$ cat src/rtl/mshr_producer_unit.sv
// rtl/mshr_producer_unit.sv - splits a 128-bit cacheline store into two 64-bit NoC2 beats and tracks their acks
//
// Ports:
//   clk, rst_n                  clock, asynchronous active-low reset
//   trans_valid/ready/addr/data store request (one cacheline per transaction)
//   done_valid/ready            completion handshake, raised once both beats are acked
//   st_valid/ready/addr/data/size/mshrid  store-beat stream toward the NoC2 adapter
//   ack_valid, ack_mshrid       store-ack pulses from the NoC3 adapter
//   err_align/err_ack/err_timeout sticky error flags, cleared only by reset
module mshr_producer_unit #(
    parameter int          ADDR_W    = 40,
    parameter logic [7:0]  MSHRID_LO = 8'd149,
    parameter logic [7:0]  MSHRID_HI = 8'd150,
    parameter logic [15:0] TIMEOUT   = 16'd4096
) (
    input  logic              clk,
    input  logic              rst_n,
    input  logic              trans_valid,
    output logic              trans_ready,
    input  logic [ADDR_W-1:0] trans_addr,
    input  logic [127:0]      trans_data,
    output logic              done_valid,
    input  logic              done_ready,
    output logic              st_valid,
    input  logic              st_ready,
    output logic [ADDR_W-1:0] st_addr,
    output logic [63:0]       st_data,
    output logic [2:0]        st_size,
    output logic [7:0]        st_mshrid,
    input  logic              ack_valid,
    input  logic [7:0]        ack_mshrid,
    output logic              err_align,
    output logic              err_ack,
    output logic              err_timeout
);

    typedef enum logic [2:0] {S_IDLE, S_BEAT0, S_BEAT1, S_WAIT, S_DONE} state_t;

    state_t            state;
    logic [ADDR_W-1:0] addr_q;
    logic [127:0]      data_q;
    logic              ack_lo;
    logic              ack_hi;
    logic [15:0]       wait_cnt;

    logic in_beat0, in_beat1, in_wait;
    logic lo_issued, hi_issued;
    logic ack_set_lo, ack_set_hi, ack_bad;

    assign in_beat0 = (state == S_BEAT0);
    assign in_beat1 = (state == S_BEAT1);
    assign in_wait  = (state == S_WAIT);

    // A beat counts as issued from the cycle of its handshake onward, so an
    // ack that lands together with the handshake is still legal.
    assign lo_issued = (in_beat0 && st_ready) || in_beat1 || in_wait;
    assign hi_issued = (in_beat1 && st_ready) || in_wait;

    assign ack_set_lo = ack_valid && (ack_mshrid == MSHRID_LO) && lo_issued && !ack_lo;
    assign ack_set_hi = ack_valid && (ack_mshrid == MSHRID_HI) && hi_issued && !ack_hi;
    // Anything else (unknown tag, early, duplicate, idle/done) is only flagged.
    assign ack_bad    = ack_valid && !ack_set_lo && !ack_set_hi;

    // Beat fields are decoded from the state and captured line, so they are
    // inherently stable while the sink stalls.
    assign trans_ready = rst_n && (state == S_IDLE);
    assign st_valid    = in_beat0 || in_beat1;
    assign st_addr     = in_beat0 ? addr_q : (in_beat1 ? addr_q + ADDR_W'(8) : '0);
    assign st_data     = in_beat0 ? data_q[63:0] : (in_beat1 ? data_q[127:64] : 64'd0);
    assign st_size     = st_valid ? 3'b011 : 3'b000;
    assign st_mshrid   = in_beat0 ? MSHRID_LO : (in_beat1 ? MSHRID_HI : 8'd0);
    assign done_valid  = (state == S_DONE);

    always_ff @(posedge clk or negedge rst_n) begin
        if (!rst_n) begin
            state       <= S_IDLE;
            addr_q      <= '0;
            data_q      <= '0;
            ack_lo      <= 1'b0;
            ack_hi      <= 1'b0;
            wait_cnt    <= 16'd0;
            err_align   <= 1'b0;
            err_ack     <= 1'b0;
            err_timeout <= 1'b0;
        end else begin
            if (ack_set_lo) ack_lo  <= 1'b1;
            if (ack_set_hi) ack_hi  <= 1'b1;
            if (ack_bad)    err_ack <= 1'b1;

            case (state)
                S_IDLE: begin
                    if (trans_valid) begin
                        addr_q <= {trans_addr[ADDR_W-1:4], 4'b0000};
                        data_q <= trans_data;
                        ack_lo <= 1'b0;
                        ack_hi <= 1'b0;
                        if (trans_addr[3:0] != 4'd0) err_align <= 1'b1;
                        state  <= S_BEAT0;
                    end
                end
                S_BEAT0: begin
                    if (st_ready) state <= S_BEAT1;
                end
                S_BEAT1: begin
                    if (st_ready) begin
                        wait_cnt <= 16'd0;
                        state    <= S_WAIT;
                    end
                end
                S_WAIT: begin
                    // Timeout only flags; late acks can still complete.
                    if (ack_lo && ack_hi) begin
                        state <= S_DONE;
                    end else if (wait_cnt != TIMEOUT) begin
                        wait_cnt <= wait_cnt + 16'd1;
                        if (wait_cnt == TIMEOUT - 16'd1) err_timeout <= 1'b1;
                    end
                end
                S_DONE: begin
                    if (done_ready) state <= S_IDLE;
                end
                default: state <= S_IDLE;
            endcase
        end
    end

endmodule

$ cat config.mk
export PLATFORM = sky130hd
export DESIGN_NAME = mshr_producer_unit
export DESIGN_NICKNAME = d
export VERILOG_FILES = /design/src/rtl/mshr_producer_unit.sv
export SDC_FILE = /design/constraint.sdc
export NUM_CORES = 1
export LEC_CHECK = 0
export BUFFER_PORTS_ARGS = -buffer_cell sky130_fd_sc_hd__buf_2
export CAP_MARGIN = 5
export CORE_MARGIN = 4
export CORE_UTILIZATION = 45
export DETAILED_ROUTE_END_ITERATION = 8
export PLACE_DENSITY_LB_ADDON = 0.12
export SETUP_SLACK_MARGIN = 0.15
export SLEW_MARGIN = 25
export SYNTH_ARGS = -nofsm -noshare
export SYNTH_HDL_FRONTEND = slang
export SYNTH_SLANG_ARGS = --single-unit
$ cat constraint.sdc
create_clock -name clk -period 1.9 [get_ports clk]
set_input_delay 0.095 -clock clk [delete_from_list [all_inputs] [get_ports clk]]
set_output_delay 0.095 -clock clk [all_outputs]
set_load 0.05 [all_outputs]
==> results.ini, run 1 <==
[run_status]
status = complete, but fails checks
violations = negative setup slack

[floorplanning]
pin_count = 303
fp-row-count = 49
die_x_um = 145
core_area_mm2 = 0.0183
initial_utilization_pct = 46.4
die_y_um = 145
die_area_mm2 = 0.0211

[timing]
fin_skew_ps = 11.6
worst_slack_ps = -242
setup_viol = 260
fin_crit_sh_pct = 113
min_period_ps = 2140
rsz0062_at_grt = yes
tightest_slew_ps = 492
hold_violations = 0
slew_viol_final = 0
slew_headroom_pct = 67.0
fmaxAchievable_mhz = 467

[route]
wl_per_cell_um = 27.0
vias = 10700
postRouteAntennaNets = 0
drt-pass1-iter-count = 5
vias_per_cell = 6.09
drt_iter0_drc = 1195
routed_wl_mm = 47.5
drc = 0

[setup_path]
setup.worst_path.start_class = flop
crit_type = flop to flop
worstPathMaxFanout = 6
cp.arrival_ps = 2450
worst-r2r-setup-slack_ps = -240
required_ps = 2210
end_kind = flop

[synth]
syn_area_per_cell_um2 = 8.61
synth-seq-cells = 188
netlist_top_cells_area = dfrtp_1 (55%), nand2_1 (23%), a22o_1 (6.7%)
synth_cells = 986
yosysSeqAreaShare_pct = 55.4
synth_top_area_share_pct = 55.4
synth_commonest_cells = nand2_1 (512), dfrtp_1 (188), a22o_1 (65)
yosysTopAreaCell = dfrtp_1
yosys_warnings = 0
synth_edf_count = 0
syn_area_mm2 = 0.00849
yosysUniqueCellTypes = 43
yosysMostFrequentCell = nand2_1
synthArstFlopShare_pct = 100
synthFlopType = dfrtp_1

[clock_network]
cts_buffer_depth = 2
clkLatencyLatePin_ps = 450
cts_tree = yes
path_clk_slew_ps = 80
cts_sinks = 188
numCtsBuffers = 17
cts-root-buf = clkbuf_16
htree_levels = 4

[grt]
busiest_layer = met2
grt_max_degree = 63
grt_pass1_wl_mm = 53.7
grt_overflow = 0
use_met2_pct = 53.6
first_global_vias = 9850
grt_use_met1_pct = 39.1
grt_usage_pct = 31.8
grtUsageMet3_pct = 7.76
antenna_found_initial = 3

[layout]
drive_gt1_share_pct = 52.3
num-nets-final = 1694
final_area_mm2 = 0.0168
syn2layout_area_growth_pct = 98.1

[place]
dp_slack_ps = -34.4
dp_hpwl_mm = 16.9
gp_congestion = 0.869
dpl_cell_area_mm2 = 0.0106
io_buffers = 295

[power_and_ir_drop]
p_per_area_mw_per_mm2 = 1530
peakVddDrop_mv = 1.27
p_leak_nw = 8.34

[worst_hold_path]
hp-class = input port to flop

[job]
drv_cap = 0

[state kept, by name, summed over array words and instances, names as in the netlist]
signal / count
data_q: 128
addr_q: 36
wait_cnt: 16
err_timeout: 1
ack_hi: 1
err_align: 1
ack_lo: 1
state: 3
err_ack: 1
[layout by cell type (no fill, tap or decap), drive strengths merged, types with 3 or more instances in the layout]
cell type / instances
nor3: 5
dfrtp: 188
diode: 4
mux2i: 7
and4: 3
buf: 383
nand4: 4
conb: 7
nor2: 4
dlygate4sd3: 170
o31ai: 5
a21oi: 10
or2: 4
and2: 39
nor4: 8
or4: 7
o21ai: 3
a31oi: 3
a22o: 65
clkbuf: 39
clkinv: 3
nand2: 512
inv: 12
nand3: 11
[cell families after synthesis]
family,share of synthesized area (%)
AND/OR/NAND/NOR,30.3
flip-flops,55.4
AO/OA/AOI/OAI,8.91
buffers and inverters,4.20
multiplexers,0.826
adder cells (fa/ha/maj),0.295
other,0.0442
[where the power goes]
part	internal, W	switching [W]
clock	0.00191	0.00185
sequential	0.00554	0.00182
combinational	0.00644	0.00818
total	0.0139	0.0119
[final cells by class]
| cell class | count | area (µm²) |
|---|---|---|
| repair buffers | 575 | 6040 |
| multi-input cells | 724 | 5160 |
| flip-flops and latches | 188 | 4710 |
| fillers | 607 | 1460 |
| clock buffers | 18 | 439 |
| well taps | 229 | 287 |
| clock inverters | 14 | 150 |
| inverters | 4 | 15.0 |
| diodes | 4 | 10.0 |
[per-stage QoR]
step,util (%),power [W],cells,TNS (ps),hold WS [ps]
final,92.0,0.0257,1756,-21510,64.2
after global routing,92.0,0.0264,1755,-29350,84.7
after CTS,80.4,0.0220,1717,-12670,42.9
after detailed placement,57.8,0.0149,1476,-47.7,37.7
after global placement,57.8,0.0148,1476,0,35.0
after floorplan,-,0.0126,992,0,-201
[worst paths after layout]
check / from / cells past startpoint / endpoint
hold / removal: ack_mshrid[5] / 4 / err_ack
hold reg to reg: data_q[76] / 2 / data_q[76]
min in group asynchronous: rst_n / 2 / data_q[59]
max in group asynchronous: rst_n / 3 / addr_q[21]
setup reg to reg: state[1] / 9 / data_q[97]
setup / recovery: state[1] / 9 / data_q[97]
[layer usage]
layer	share of wire, %	vias up
met2	48	939
li1	-	4256
met3	10	347
met4	8.6	0
met5	0	-
met1	33	5145
[critical path, stage by stage, from the launching register on]
cell,delay (ps)
dfrtp_2,480
buf_6,150
buf_6,120
nand2b_4,160
or3_4,430
buf_12,180
buf_8,130
clkbuf_16,160
nand2_1,90
nand2_1,110
[timing repair]
action / CTS / global route
endpoints found under the hold margin: 263 / 0
hold buffers: 170 / 0
buffers inserted: 22 / 11
setup endpoints to repair: 270 / 295
resized for setup: 353 / 406
pin swaps: 48 / 284
gates cloned: 17 / 24
No activity file was read; power rests on OpenSTA's default activity.
==> inputs of run 2 (changes only) <==
--- a/config.mk
+++ b/config.mk
@@ -11,6 +11,7 @@
 export CORE_UTILIZATION = 45
 export DETAILED_ROUTE_END_ITERATION = 8
 export PLACE_DENSITY_LB_ADDON = 0.12
+export RECOVER_POWER = 100
 export SETUP_SLACK_MARGIN = 0.15
 export SLEW_MARGIN = 25
 export SYNTH_ARGS = -nofsm -noshare
==> run 2 against run 1 <==
  * The flow still finishes with violations (negative setup slack)
  * Count of clock-buffer cells in the layout stayed put
  * Sequential share of layout area hardly changed
  * Non-clock buffer count stayed put
  * First-iteration DRC count is 3.3% lower
  * Global-route usage stayed put
  * Critical path depth is 5 lower
  * Clock power hardly changed
  * Final cell count hardly changed
  * Via count is 0.79% higher
  * Maximum frequency is 1.7% lower
  * Largest cell class unchanged
==> results.ini, run 2 (same netlist as run 1, synthesis figures left out) <==
[clock_network]
cts_tree = yes
path_clk_slew_ps = 70  ; about the same
htree_levels = 4  ; unchanged
clkLatencyLatePin_ps = 450  ; about the same
cts_sinks = 188  ; unchanged
numCtsBuffers = 17  ; unchanged
cts-root-buf = clkbuf_16
cts_buffer_depth = 2  ; unchanged

[power_and_ir_drop]
p_leak_nw = 8.33  ; -0.13%
peakVddDrop_mv = 1.27  ; -0.15%
p_switching_w = 0.0119  ; about the same
sw_frac_of_total_pct = 46.1  ; about the same
internal_power_w = 0.0139  ; about the same
p_comb_share_pct = 56.8  ; about the same
seq_power_share_pct = 28.6  ; about the same
p_clk_share_pct = 14.6  ; about the same
p_per_area_mw_per_mm2 = 1530  ; +0.13%
power.total_w = 0.0257  ; about the same

[job]
drv_cap = 0  ; unchanged

[place]
dp_hpwl_mm = 16.9  ; unchanged
io_buffers = 295  ; unchanged
dpl_cell_area_mm2 = 0.0106  ; unchanged
gp_congestion = 0.869  ; unchanged
dp_cells = 1476  ; unchanged

[timing]
fin_crit_sh_pct = 115  ; +1.9 points
worst_slack_ps = -279  ; -36.7 ps
fmaxAchievable_mhz = 459  ; -1.7%
setup_viol = 263  ; +1.2%
hold_violations = 0  ; unchanged
rsz0062_at_grt = yes
fin_skew_ps = 11.7  ; +0.0991 ps
slew_headroom_pct = 38.6  ; -28 points
fin_setup_tns_ps = -22430  ; -921 ps
tightest_slew_ps = 920  ; +428 ps
slew_viol_final = 0  ; unchanged
min_period_ps = 2180  ; +36.7 ps

[setup_path]
worst-r2r-setup-slack_ps = -280  ; -40 ps
rr_startpoint = wait_cnt[4]
slowest_stage = or4_4
crit_type = flop to flop
worstPathMaxFanout = 5  ; -1
setup.worst_path.start_class = flop
reg2reg_depth = 4  ; -5
worstPathCellList = nand4_1, or4_4, nor4_2, mux2i_1
cp_slowest_stage_delay_ps = 620  ; +140 ps
required_ps = 2250  ; +40 ps
end_kind = flop
cp.arrival_ps = 2530  ; +80 ps
r2r_end = wait_cnt[15]
crit_path_start = wait_cnt[4]

[layout]
final_area_mm2 = 0.0168  ; -0.12%
syn2layout_area_growth_pct = 97.8
layout_commonest_cell = nand2_1
num-nets-final = 1694  ; unchanged
largest_reg_flops = 128  ; unchanged
reg.largest.list = data_q: 128 flops, addr_q: 36 flops, wait_cnt: 16 flops
fill_cells = 611  ; +0.66%
drive_gt1_share_pct = 52.2  ; -0.13 points
regMostFlops = data_q
final_cell_mix = nand2_1 (279), dfrtp_1 (185), buf_2 (181), dlygate4sd3_1 (170), nand2_2 (144)
finalNonFillerCells = 1757  ; +0.057%

[grt]
antenna_found_initial = 3  ; unchanged
grt_use_met1_pct = 39.1  ; unchanged
grt_usage_pct = 31.8  ; unchanged
use_met2_pct = 53.6  ; unchanged
first_global_vias = 9850  ; unchanged
grtUsageMet3_pct = 7.76  ; unchanged
grt_max_degree = 63  ; unchanged
grt_pass1_wl_mm = 53.7  ; unchanged
busiest_layer = met2
grt_overflow = 0  ; unchanged

[route]
drc = 0  ; unchanged
routed_wl_mm = 47.7  ; +0.48%
vias_per_cell = 6.13  ; +0.73%
drt-pass1-iter-count = 5  ; unchanged
postRouteAntennaNets = 0  ; unchanged
vias = 10800  ; +0.79%
drt_iter0_drc = 1155  ; -3.3%
wl_per_cell_um = 27.2  ; +0.42%

[floorplanning]
fp-row-count = 49  ; unchanged
die_area_mm2 = 0.0211  ; unchanged
core_area_mm2 = 0.0183  ; unchanged
die_x_um = 145  ; unchanged
die_y_um = 145  ; unchanged
initial_utilization_pct = 46.4  ; unchanged
pin_count = 303  ; unchanged

[worst_hold_path]
hp-class = input port to flop
hold_path_end = err_ack
whs_path_depth = 4  ; unchanged
worstHoldStart = ack_mshrid[5]

[run_status]
violations = negative setup slack
status = complete, but fails checks

-- run 2: changes by cell type in the layout (fill, tap and decap cells not counted) --
cell and change:
clkbuf_2 +3, clkbuf_1 +2, clkbuf_4 +1, diode_2 +1, buf_2 -2, buf_12 -1
buf_4 -3
-- run 2: timing repair --
| action | in CTS | in global routing |
|---|---|---|
| setup endpoints to repair | 270 | 295 |
| setup buffers | 22 | 11 |
| cloned | 17 | 24 |
| hold buffers | 170 | 0 |
| resized for setup | 353 | 406 |
| pin swaps | 48 | 284 |
| endpoints found under the hold margin | 263 | 0 |
-- run 2: worst max-delay path by stage --
stage	to	slack, ps	depth (start not counted)
global placement	wait_cnt[11]	6	7
detailed placement	wait_cnt[11]	-30	7
finish	wait_cnt[15]	-280	4
floorplan	st_addr[30]	20	7
CTS	st_addr[22]	-130	6
global route	data_q[97]	-270	9
-- run 2: critical path, delay by kind of cell (launching register included) --
| kind | cells | cell delay (ps) |
|---|---|---|
| AND/OR/NAND/NOR | 3 | 1360 |
| flip-flops | 1 | 460 |
| multiplexers | 1 | 260 |
-- run 2: stage by stage --
step,hold slack (ps),setup WS [ps],util (%)
after floorplan,-201,23.3,-
after global placement,35.0,6.06,57.8
after detailed placement,37.7,-34.4,57.8
after CTS,42.9,-133,80.4
after global routing,84.7,-266,91.9
final,63.8,-279,91.9
-- run 2: cell type report --
| cell class | count | area (µm²) | share of cell area [%] |
|---|---|---|---|
| Clock inverter | 14 | 150 | 0.894 |
| Inverter | 4 | 15.0 | 0.0894 |
| Clock buffer | 18 | 439 | 2.62 |
| Antenna cell | 5 | 12.5 | 0.0745 |
| Multi-Input combinational cell | 724 | 5160 | 30.7 |
| Timing Repair Buffer | 575 | 6020 | 35.9 |
| Tap cell | 229 | 287 | 1.71 |
| Sequential cell | 188 | 4710 | 28.0 |
-- run 2: power groups by stage --
stage,registers (W),logic (W),clock network (W)
3_5_place_dp,0.00645,0.00845,0
3_3_place_gp,0.00639,0.00836,0
4_1_cts,0.00651,0.0118,0.00367
6_report,0.00736,0.0146,0.00376
5_1_grt,0.00748,0.0151,0.00390
2_1_floorplan,0.00628,0.00633,0
-- run 2: layer usage --
metal | share of wire (%) | vias up
met5 | 0 | -
met4 | 8.1 | 0
met3 | 10 | 330
met2 | 49 | 916
met1 | 33 | 5262
li1 | - | 4263
